**src/rtl/sa_col_ctrl.sv**
```systemverilog
// sa_col_ctrl: systolic column sequencer (run, drain capture, result replay); SA_COL_CTRL_PERF_EN adds perf counters
module sa_col_ctrl #(
  parameter int LEN_W    = 8,
  parameter int DRAIN_TO = 64
) (
  input  logic             clk,
  input  logic             rst_n,
  input  logic             job_valid,
  output logic             job_ready,
  input  logic [LEN_W-1:0] job_len,
  input  logic             op_valid,
  output logic             op_ready,
  input  logic [127:0]     op_data,
  input  logic [7:0]       op_weight,
  output logic             col_fire_in,
  output logic [127:0]     col_data_in,
  output logic [7:0]       col_weight_in,
  input  logic [31:0]      col_result,
  input  logic             col_valid,
  output logic             res_valid,
  input  logic             res_ready,
  output logic [31:0]      res_data,
  output logic             res_last,
  output logic             err
`ifdef SA_COL_CTRL_PERF_EN
  ,
  output logic [15:0]      perf_cycles,
  output logic [15:0]      perf_bubbles
`endif
);
  localparam int TO_W = $clog2(DRAIN_TO + 1);
  typedef enum logic [1:0] {IDLE, RUN, DRAIN, OUT} state_t;
  state_t state, state_nxt;
  logic [LEN_W-1:0] rem;
  logic [4:0] wptr, rptr;
  logic [TO_W-1:0] tcnt;
  logic [31:0] buffer [16];
  logic job_acc, beat, cap, fill_done, drain_fail, out_done;
  assign job_acc = (state == IDLE) && job_valid;
  assign beat = (state == RUN) && op_valid;
  assign cap = (state == DRAIN) && col_valid && !wptr[4];
  assign fill_done = cap && (wptr == 5'd15);
  assign drain_fail = (state == DRAIN) && !fill_done && (tcnt == TO_W'(DRAIN_TO));
  assign out_done = (state == OUT) && res_ready && (rptr == 5'd15);
  // next state and state-decoded handshake outputs
  always_comb begin
    state_nxt = state;
    job_ready = 1'b0;
    op_ready = 1'b0;
    res_valid = 1'b0;
    res_last = 1'b0;
    res_data = '0;
    unique case (state)
      IDLE: begin
        job_ready = 1'b1;
        state_nxt = (job_valid && job_len != '0) ? RUN : IDLE;
      end
      RUN: begin
        op_ready = 1'b1;
        state_nxt = (op_valid && rem == LEN_W'(1)) ? DRAIN : RUN;
      end
      DRAIN: state_nxt = fill_done ? OUT : drain_fail ? IDLE : DRAIN;
      OUT: begin
        res_valid = 1'b1;
        res_data = buffer[rptr[3:0]];
        res_last = rptr == 5'd15;
        state_nxt = out_done ? IDLE : OUT;
      end
      default: state_nxt = IDLE;
    endcase
  end
  // state register
  always_ff @(posedge clk or negedge rst_n)
    if (!rst_n) state <= IDLE;
    else state <= state_nxt;
  // column drive: fire follows RUN by one cycle so it lines up with the registered beat; stalls become zero products
  always_ff @(posedge clk or negedge rst_n)
    if (!rst_n) begin
      col_fire_in <= 1'b0;
      col_data_in <= '0;
      col_weight_in <= '0;
    end else begin
      col_fire_in <= state == RUN;
      col_data_in <= beat ? op_data : '0;
      col_weight_in <= beat ? op_weight : '0;
    end
  // beat countdown and sticky error (zero-length job or drain timeout)
  always_ff @(posedge clk or negedge rst_n)
    if (!rst_n) begin
      rem <= '0;
      err <= 1'b0;
    end else if (job_acc) begin
      rem <= job_len;
      err <= job_len == '0;
    end else begin
      rem <= beat ? rem - LEN_W'(1) : rem;
      err <= err | drain_fail;
    end
  // drain capture into the result buffer with timeout count
  always_ff @(posedge clk or negedge rst_n)
    if (!rst_n) begin
      wptr <= '0;
      tcnt <= '0;
      for (int i = 0; i < 16; i++) buffer[i] <= '0;
    end else if (state == RUN && state_nxt == DRAIN) begin
      wptr <= '0;
      tcnt <= '0;
      for (int i = 0; i < 16; i++) buffer[i] <= '0;
    end else if (state == DRAIN) begin
      tcnt <= tcnt + TO_W'(1);
      if (cap) begin
        buffer[wptr[3:0]] <= col_result;
        wptr <= wptr + 5'd1;
      end
    end
  // replay pointer, rewound when the buffer fills
  always_ff @(posedge clk or negedge rst_n)
    if (!rst_n) rptr <= '0;
    else if (fill_done) rptr <= '0;
    else if (res_valid && res_ready) rptr <= rptr + 5'd1;
`ifdef SA_COL_CTRL_PERF_EN
  logic [15:0] cyc, bub;
  // per-job cycle and bubble counters, published on every return to IDLE
  always_ff @(posedge clk or negedge rst_n)
    if (!rst_n) begin
      cyc <= '0;
      bub <= '0;
      perf_cycles <= '0;
      perf_bubbles <= '0;
    end else begin
      cyc <= job_acc ? '0 : (state != IDLE && cyc != 16'hFFFF) ? cyc + 16'd1 : cyc;
      bub <= job_acc ? '0 : (state == RUN && !op_valid && bub != 16'hFFFF) ? bub + 16'd1 : bub;
      if (job_acc && job_len == '0) begin
        perf_cycles <= '0;
        perf_bubbles <= '0;
      end else if (state != IDLE && state_nxt == IDLE) begin
        perf_cycles <= (cyc == 16'hFFFF) ? cyc : cyc + 16'd1;
        perf_bubbles <= bub;
      end
    end
`endif
endmodule
```
**config.mk**
```make
export PLATFORM = sky130hd
export DESIGN_NAME = sa_col_ctrl
export DESIGN_NICKNAME = d
export VERILOG_FILES = /design/src/rtl/sa_col_ctrl.sv
export SDC_FILE = /design/constraint.sdc
export NUM_CORES = 1
export LEC_CHECK = 0
export BUFFER_PORTS_ARGS = -buffer_cell sky130_fd_sc_hd__buf_4
export CAP_MARGIN = 15
export CELL_PAD_IN_SITES_DETAIL_PLACEMENT = 1
export CELL_PAD_IN_SITES_GLOBAL_PLACEMENT = 2
export CORE_UTILIZATION = 37
export DETAILED_ROUTE_END_ITERATION = 8
export PLACE_DENSITY = 0.88
export SYNTH_ARGS = -nofsm -noshare
export SYNTH_HDL_FRONTEND = slang
export SYNTH_SLANG_ARGS = --single-unit
```
**constraint.sdc**
```tcl
create_clock -name clk -period 2.1 [get_ports clk]
set_clock_uncertainty 0.1 [all_clocks]
set_input_delay 0.21 -clock clk [delete_from_list [all_inputs] [get_ports clk]]
set_output_delay 0.21 -clock clk [all_outputs]
set_load 0.01 [all_outputs]
```
==> impl_metrics.tcl <==
set metrics [dict create \
    outcome "complete, but fails checks" \
    failed_checks "negative setup slack" \
    power_density_nw_per_um2 1025 \
    netlist_area_sq_um 30720 \
    worst_pin_slew_ns 0.6778 \
    dpl_cell_area_sq_um 35890 \
    yosysWarnings 0 \
    fin_ws_ns -0.7109 \
    multi_input_area_sq_um 12600 \
    setup_viol 33 \
    grt_max_degree 83 \
    grt_overflow 0 \
    die-area_sq_um 84180 \
    seq_area_sq_um 16950 \
    timing.hold.ws_ns 0.03833 \
    ys_ff_latch 677 \
    htree_levels 3 \
    grt_antenna_before_repair 9 \
    netlist_instances 3233 \
    synth_edf_count 0 \
    die_width_microns 290.1 \
    synth_top_area_cell "dfrtp_1" \
    drive_gt1_frac 0.2179 \
    initial_core_util 0.3741 \
    synth.most_common_cell "nand2_1" \
    hold_class "input port to register" \
    cts_buffer_depth 3 \
    synthArstFlopShare 1.000 \
    clkSinkCount 677 \
    nets 3941 \
    grt_first_pass_wirelength_mm 183.1 \
    relSlewSlack 0.5472 \
    synth_common_cells "nand2_1 (1011), dfrtp_1 (677), a21oi_1 (517)" \
    place.gp.congestion 0.8005 \
    tritoncts "yes" \
    top_usage_layer "met2" \
    wl_mm 120.1 \
    finish.instance_area_sq_um 40910 \
    yosysTopAreaCellShare 0.5515 \
    drtAntennaViolNets 0 \
    syn_avg_cell_area_sq_um 9.501 \
    std_cell_rows 105 \
    worst_setup_path_start_kind "register" \
    min_period_over_period 1.339 \
    route.detailed.drc 0 \
    vias 26610 \
    synthDistinctLibCells 51 \
    critical_path_class "register to output pin" \
    coreArea_sq_um 82110 \
    gr-usage-all-layers 0.2831 \
    fmax_mhz 355.8 \
    crit_arrival_ns 2.50 \
    critPathMaxFanout 12 \
    cap_violations 0 \
    root_buffer "clkbuf_16" \
    wire_per_inst_microns 24.63 \
    slew_violations 0 \
    grt_pass1_vias 29590 \
    met3_usage 0.05354 \
    cp-end-kind "output pin" \
    portBuffers 355 \
    dr.pass1.iters 5 \
    drtIter0Drc 1754 \
    worstSkewPairLatency_ns 0.63 \
    hpwl_mm 69.70 \
    ir_worst_vdd_v 0.0006820 \
    period_needed_ns 2.811 \
    synth.area.top_cells "dfrtp_1 (55%), nand2_1 (12%), a21oi_1 (8.4%)" \
    path_clk_slew_ns 0.06 \
    grtUsageMet2 0.4824 \
    synth-seq-area-share 0.5515 \
    synthFlopType "dfrtp_1" \
    vias_per_cell 5.457 \
    finalHoldViolations 0 \
    fillCellCount 8931 \
    leakagePower_uw 0.01874 \
    synth_nets 3426 \
    pin_count 356 \
    area_delta_synth_final_pct 33.19 \
    dieHeight_microns 290.1 \
    numCtsBuffers 78 \
    rsz0062_at_grt "true" \
    cp_data_required_time_ns 1.79 \
    grtUsageMet1 0.3590 \
]
-- layer usage --
metal,part of all wire,routed length [microns]
met1,0.41,49390
met5,0.00011,13
met2,0.49,59370
met3,0.061,7355
met4,0.033,3969
-- worst max-delay path: stages (launching register included) --
cell	delay (ns)
dfrtp_4	0.53
buf_6	0.17
buf_12	0.16
mux4_2	0.50
o221ai_1	0.23
nand2_1	0.12
buf_4	0.16
-- report_power, final --
| group | internal, uW | switching, uW | leakage (uW) | total [uW] |
|---|---|---|---|---|
| combinational | 5740 | 6850 | 0.00817 | 12600 |
| sequential | 14400 | 869 | 0.00929 | 15300 |
| clock | 8360 | 5700 | 0.00128 | 14100 |
-- cell usage in the layout (no fill, tap or decap), types with 4 or more instances in the layout --
cell type / n
bufinv_16: 6
o221ai_2: 16
clkbuf_16: 82
a21oi_2: 4
o21ai_0: 8
dfrtp_1: 673
a21oi_1: 513
buf_6: 32
inv_1: 11
clkbuf_8: 19
clkbuf_1: 13
mux2_2: 32
nand3_2: 15
dlygate4sd3_1: 182
ha_1: 10
and3_1: 12
and2_1: 137
clkinv_2: 8
nand4_1: 4
xor2_1: 6
nand2_1: 1000
buf_12: 87
nand2_2: 11
o211ai_1: 5
mux4_2: 32
buf_4: 443
mux2i_1: 192
o221ai_1: 15
nor2_1: 54
diode_2: 6
a22oi_1: 61
nor2_4: 5
nand3_1: 40
-- through the flow --
stage	worst slack [ns]	util	std cells	total power [uW]	setup TNS [ns]
final	-0.7109	0.4983	4876	41940	-21.60
after global routing	-0.7676	0.4983	4875	43540	-24.00
after CTS	-0.6933	0.4953	4862	41590	-21.03
after detailed placement	-0.2142	0.4371	4529	26620	-4.591
after global placement	-0.1720	0.4371	4529	26350	-3.187
after floorplan	0.1777	-	3233	21190	0
-- sequential cells by signal (all words and copies together) (netlist names) --
signal / flops
col_fire_in: 1
col_data_in: 128
rptr: 5
wptr: 5
col_weight_in: 8
buffer: 512
err: 1
rem: 8
state: 2
tcnt: 7
-- logic make-up after synthesis --
family	Yosys count	share of synthesized area
and+or+nand+nor	1316	0.1809
DFF	677	0.5515
AOI/OAI and AO/OA	638	0.1145
buffers and inverters	326	0.04814
muxes	258	0.09841
adders and majority gates	11	0.004480
xor gates and xnor gates	7	0.001996
-- area by class of cell --
type	instances	share of cell area
flip-flops and latches	677	0.4143
multi-input cells	2231	0.3081
repair buffers	749	0.1802
clock buffers	112	0.05651
well taps	1070	0.03272
clock inverters	20	0.006820
inverters	11	0.001009
diodes	6	0.0003670
-- final timing paths --
path,from,depth (start not counted),slack [ns],end
min in group asynchronous,rst_n,3,0.53,rptr[1]$_DFFE_PN0P_
max reg2reg,rem[1]$_DFFE_PN0P_,7,0.08,buffer[221]$_DFFE_PN0P_
min reg2reg,buffer[70]$_DFFE_PN0P_,2,0.42,buffer[70]$_DFFE_PN0P_
min,col_valid,5,0.04,wptr[0]$_DFFE_PN0P_
max in group asynchronous,rst_n,4,0.31,col_data_in[28]$_DFF_PN0_
max,rptr[0]$_DFFE_PN0P_,6,-0.71,res_data[28]
-- what timing repair did --
action	4_1_cts	5_1_grt
setup endpoints to repair	34	66
setup buffers	17	7
pin swaps	5	15
hold endpoints to repair	1164	0
cloned	2	2
gates resized for setup	44	34
hold buffers	182	0
Note: power is estimated with default switching activity, not from simulation.
